`config.mk`:
```
export PLATFORM = sky130hd
export DESIGN_NAME = falling_char_tracker
export DESIGN_NICKNAME = d
export VERILOG_FILES = /design/src/rtl/falling_char_tracker.sv
export SDC_FILE = /design/constraint.sdc
export NUM_CORES = 1
export LEC_CHECK = 0
export ABC_AREA = 0
export CAP_MARGIN = 5
export CORE_UTILIZATION = 55
export CTS_BUF_LIST = sky130_fd_sc_hd__clkbuf_4 sky130_fd_sc_hd__clkbuf_8 sky130_fd_sc_hd__clkbuf_16
export DETAILED_ROUTE_END_ITERATION = 8
export GPL_TIMING_DRIVEN = 0
export PLACE_DENSITY = 0.77
export SLEW_MARGIN = 20
export SYNTH_ARGS = -nofsm -noshare
export SYNTH_HDL_FRONTEND = slang
export SYNTH_SLANG_ARGS = --single-unit
```
`constraint.sdc`:
```
create_clock -name clk -period 7.5 [get_ports clk]
set_input_delay 1.125 -clock clk [delete_from_list [all_inputs] [get_ports clk]]
set_output_delay 1.125 -clock clk [all_outputs]
set_load 0.02 [all_outputs]
```
`src/rtl/falling_char_tracker.sv`:
```
// Slot table for a falling-character typing game: periodic spawns, per-tick falling,
// key matching against on-screen characters, and registered score/miss/game-over.
module falling_char_tracker #(
  parameter int         SLOTS        = 8,
  parameter logic [8:0] X_LIMIT      = 9'd470,
  parameter int         SPAWN_PERIOD = 60,
  parameter int         MISS_MAX     = 10
) (
  input  logic        clk,
  input  logic        rst,
  input  logic        tick,
  input  logic [7:0]  gen_ch,
  input  logic [2:0]  gen_speed,
  input  logic [8:0]  gen_x,
  input  logic [9:0]  gen_y,
  input  logic        key_valid,
  input  logic [7:0]  key_ch,
  input  logic [2:0]  rd_idx,
  output logic        rd_active,
  output logic [7:0]  rd_ch,
  output logic [8:0]  rd_x,
  output logic [9:0]  rd_y,
  output logic [15:0] score,
  output logic [7:0]  miss,
  output logic        game_over
);

  localparam int CNT_W = (SPAWN_PERIOD > 1) ? $clog2(SPAWN_PERIOD) : 1;
  localparam logic [CNT_W-1:0] CNT_LAST = CNT_W'(SPAWN_PERIOD - 1);

  logic       active_q [SLOTS];
  logic [7:0] ch_q     [SLOTS];
  logic [2:0] speed_q  [SLOTS];
  logic [8:0] x_q      [SLOTS];
  logic [9:0] y_q      [SLOTS];

  logic       active_n [SLOTS];
  logic [7:0] ch_n     [SLOTS];
  logic [2:0] speed_n  [SLOTS];
  logic [8:0] x_n      [SLOTS];
  logic [9:0] y_n      [SLOTS];

  logic [CNT_W-1:0] cnt_q, cnt_n;
  logic [15:0]      score_q, score_n;
  logic [7:0]       miss_q, miss_n;
  logic             game_over_q, game_over_n;

  logic       run, wrap;
  logic       hit_found, free_found, do_key, do_spawn;
  int         hit_idx, free_idx;
  logic [8:0] miss_count, miss_sum;

  // Key match and free-slot search both look at start-of-cycle state, so a slot
  // freed this cycle is never the spawn target.
  always_comb begin
    run        = tick && !game_over_q;
    wrap       = run && (cnt_q == CNT_LAST);
    hit_found  = 1'b0;
    hit_idx    = 0;
    free_found = 1'b0;
    free_idx   = 0;
    for (int i = 0; i < SLOTS; i++) begin
      if (!hit_found && active_q[i] && (ch_q[i] == key_ch)) begin
        hit_found = 1'b1;
        hit_idx   = i;
      end
      if (!free_found && !active_q[i]) begin
        free_found = 1'b1;
        free_idx   = i;
      end
    end
    do_key   = key_valid && !game_over_q && hit_found;
    do_spawn = wrap && free_found;
  end

  // A hit takes priority over movement/miss for the same slot.
  always_comb begin
    active_n   = active_q;
    ch_n       = ch_q;
    speed_n    = speed_q;
    x_n        = x_q;
    y_n        = y_q;
    miss_count = 9'd0;
    for (int i = 0; i < SLOTS; i++) begin
      if (do_key && (i == hit_idx)) begin
        active_n[i] = 1'b0;
      end else if (run && active_q[i]) begin
        if (({1'b0, x_q[i]} + {7'd0, speed_q[i]}) >= {1'b0, X_LIMIT}) begin
          active_n[i] = 1'b0;
          miss_count  = miss_count + 9'd1;
        end else begin
          x_n[i] = x_q[i] + {6'd0, speed_q[i]};
        end
      end
      if (do_spawn && (i == free_idx)) begin
        active_n[i] = 1'b1;
        ch_n[i]     = gen_ch;
        speed_n[i]  = gen_speed;
        x_n[i]      = gen_x;
        y_n[i]      = gen_y;
      end
    end
  end

  always_comb begin
    cnt_n = cnt_q;
    if (run) begin
      cnt_n = wrap ? '0 : cnt_q + CNT_W'(1);
    end
    score_n     = (do_key && (score_q != 16'hFFFF)) ? score_q + 16'd1 : score_q;
    miss_sum    = {1'b0, miss_q} + miss_count;
    miss_n      = (miss_sum > 9'd255) ? 8'hFF : miss_sum[7:0];
    game_over_n = game_over_q || (32'(miss_q) >= MISS_MAX);
  end

  always_ff @(posedge clk) begin
    if (rst) begin
      for (int i = 0; i < SLOTS; i++) begin
        active_q[i] <= 1'b0;
        ch_q[i]     <= '0;
        speed_q[i]  <= '0;
        x_q[i]      <= '0;
        y_q[i]      <= '0;
      end
      cnt_q       <= '0;
      score_q     <= '0;
      miss_q      <= '0;
      game_over_q <= 1'b0;
    end else begin
      active_q    <= active_n;
      ch_q        <= ch_n;
      speed_q     <= speed_n;
      x_q         <= x_n;
      y_q         <= y_n;
      cnt_q       <= cnt_n;
      score_q     <= score_n;
      miss_q      <= miss_n;
      game_over_q <= game_over_n;
    end
  end

  // Indices beyond the slot table read back as an empty slot.
  always_comb begin
    rd_active = 1'b0;
    rd_ch     = '0;
    rd_x      = '0;
    rd_y      = '0;
    for (int i = 0; i < SLOTS; i++) begin
      if (32'(rd_idx) == i) begin
        rd_active = active_q[i];
        rd_ch     = ch_q[i];
        rd_x      = x_q[i];
        rd_y      = y_q[i];
      end
    end
  end

  assign score     = score_q;
  assign miss      = miss_q;
  assign game_over = game_over_q;

endmodule

```
==> out/qor.csv <==
metric,value,unit
clock.fmax,136.1,MHz
clock_path_buffers,3,
synth-main-ff-cell,dfxtp_1,
final_cell_count_no_fill,2641,
critPathMaxFanout,8,
slew_headroom,14.49,%
io_pins,98,
groute.usage.overall,39.62,%
grt_pass1_vias,15760,
cp.arrival,7760,ps
setup_viol,0,
path_common_cell,ha_4,
drt-initial-drc-count,2116,
critical_path_class,flip-flop to flip-flop,
grt_max_degree,17,
synthAdderAreaFrac,4.301,%
ant_nets,0,
synth-compound-area-share,20.39,%
final_cell_mix,"nand2_1 (427), dfxtp_1 (277), a21oi_1 (247), nor2_1 (184), clkbuf_1 (114)",
overflow,0,
fin_crit_sh,97.96,%
core,29640,um^2
wl_per_cell,23.68,um
status,"finished, final reports clean",
synth_area,16580,um^2
die_x,175.6,um
layout-drive-gt1-share,9.951,%
drv_slew,0,
hold_path.class,flip-flop to flip-flop,
dieArea,30850,um^2
finalHoldViolCount,0,
final_common_cell,nand2_1,
drc,0,
row_count,63,
start_util,55.95,%
path_clk_slew,60,ps
synthToLayoutAreaGrowth,15.34,%
critPathBufInv,6,
synth_cells,2126,
cts_buffers,31,
gp_congestion,1.041,
cts_tree,built,
cp-end-kind,flip-flop,
max_cap_viol_count,0,
via_per_inst,6.463,
start_kind,flip-flop,
slowest_stage,fa_2,
ir_worst_vdd,0.2002,mV
dr.pass1.iters,6,
post_dp_cell_area,17650,um^2
dp_cells,2574,
ys_ff_latch,279,
p_per_area,178.4,nW/um^2
design_area,19130,um^2
grt_pass1_wl,93.01,mm
final_nets,2326,
synth_cell_types,84,
multiInputGateArea,10300,um^2
drt-total-wl,62.53,mm
fp.dieH,175.6,um
cp_top_family,adder cells,
insertedDiodeCount,0,
nFillCells,2599,
hpwlAfterDp,44.41,mm
async_reset_ff_share,0,%
yosys.area_share.xor_xnor,8.345,%
tightest_slew,1283,ps
root_buffer,clkbuf_16,
antenna_found_initial,0,
avgSynthCellArea,7.800,um^2
tns,0,ps
io_buffers,57,
synth_edf_count,0,
htreeDepth,1,
required,7910,ps
ys_seq_area_share,33.68,%
num_vias,17070,
yosysWarnings,0,
final-seq-area,5590,um^2
synth_mux_area_share,5.628,%
period_needed,7347,ps
skew,20.79,ps
leakagePower,6.830,nW
synth_top_family_by_area,simple AND/OR/NAND/NOR gates,
cpPeakStageDelay,410,ps
clock-sinks,279,
worstSkewPairLatency,590,ps
yosys.area_share.simple,21.68,%
==> report_power, final <==
| part | leakage [nW] | internal, mW | switching, mW | total, mW |
|---|---|---|---|---|
| Combinational | 4.04 | 0.0894 | 0.205 | 0.294 |
| Clock | 0.538 | 0.967 | 0.648 | 1.62 |
| Sequential | 2.25 | 1.49 | 0.0117 | 1.50 |
| Total | 6.83 | 2.55 | 0.865 | 3.41 |
==> registers in the layout, summed over array words and instances, names as in the netlist <==
name	count
speed_q	24
game_over	1
miss	8
x_q	72
active_q	8
y_q	80
score	16
ch_q	64
cnt_q	6
==> logic make-up after synthesis <==
group | after synthesis
buffers and inverters | 226
flip-flops | 279
multiplexers | 69
AO/OA/AOI/OAI | 527
adder cells (fa/ha/maj) | 52
other | 1
AND/OR/NAND/NOR | 820
XOR/XNOR | 152
==> path summary, 6_finish.rpt <==
check             cells after the start      end     from  slack [ps]
setup reg to reg                     40  miss[4]  x_q[54]         150
hold / removal                        2  y_q[73]  y_q[73]         450
hold reg to reg                       2  y_q[73]  y_q[73]         450
setup / recovery                     40  miss[4]  x_q[54]         150
==> repair_timing <==
item,CTS,global route
hold buffers,0,0
setup endpoints to repair,8,8
resized for setup,18,45
pin swaps,10,26
setup buffers,6,8
==> synth_stat cells, types with 29 or more instances <==
cell / n / share of area, %
nand3_1: 34 / 1.0
o21ai_0: 53 / 1.6
dfxtp_1: 279 / 34
clkbuf_1: 114 / 2.6
mux2i_1: 37 / 2.2
xor2_1: 84 / 4.4
inv_1: 55 / 1.2
a22o_1: 38 / 2.0
a211oi_1: 64 / 2.9
nand4_1: 30 / 1.1
a21oi_1: 258 / 7.8
xnor2_1: 62 / 3.3
nor2_1: 187 / 4.2
ha_1: 41 / 3.1
nand2_1: 432 / 9.8
nor3_1: 29 / 0.88
==> routing by layer <==
metal | vias up | wire, um | global-route usage [%]
met5 | - | 0 | 0
met4 | 0 | 3804 | 22.93
met3 | 260 | 7788 | 9.459
met2 | 1189 | 27040 | 60.72
met1 | 8048 | 23900 | 50.81
li1 | 7573 | - | -
==> stage by stage <==
| step | utilization [%] | hold WS [ps] | total power [mW] | setup WS [ps] |
|---|---|---|---|---|
| floorplan | - | 433.1 | 1.686 | 120.8 |
| global placement | 59.54 | 439.7 | 1.797 | -874.8 |
| detailed placement | 59.56 | 446.8 | 1.801 | -1060 |
| CTS | 63.65 | 455.2 | 3.388 | 3.957 |
| global route | 64.53 | 470.1 | 3.484 | -127.0 |
| finish | 64.53 | 452.7 | 3.412 | 153.2 |
==> cell type report <==
class / count / share of cell area, %
Multi-Input combinational cell: 1622 / 53.86
Sequential cell: 279 / 29.23
Clock buffer: 46 / 4.939
Buffer: 171 / 4.095
Timing Repair Buffer: 71 / 3.598
Tap cell: 390 / 2.551
Inverter: 55 / 1.079
Clock inverter: 7 / 0.6542
==> worst register-to-register path: cells and delay by family, from the launching register on <==
family,cells,cell delay (ps)
AOI/OAI and AO/OA,15,2350
xor gates and xnor gates,2,430
adders and majority gates,10,2680
buffers and inverters,6,440
DFF,1,360
and+or+nand+nor,7,920
(Power assumes the default switching activity.)
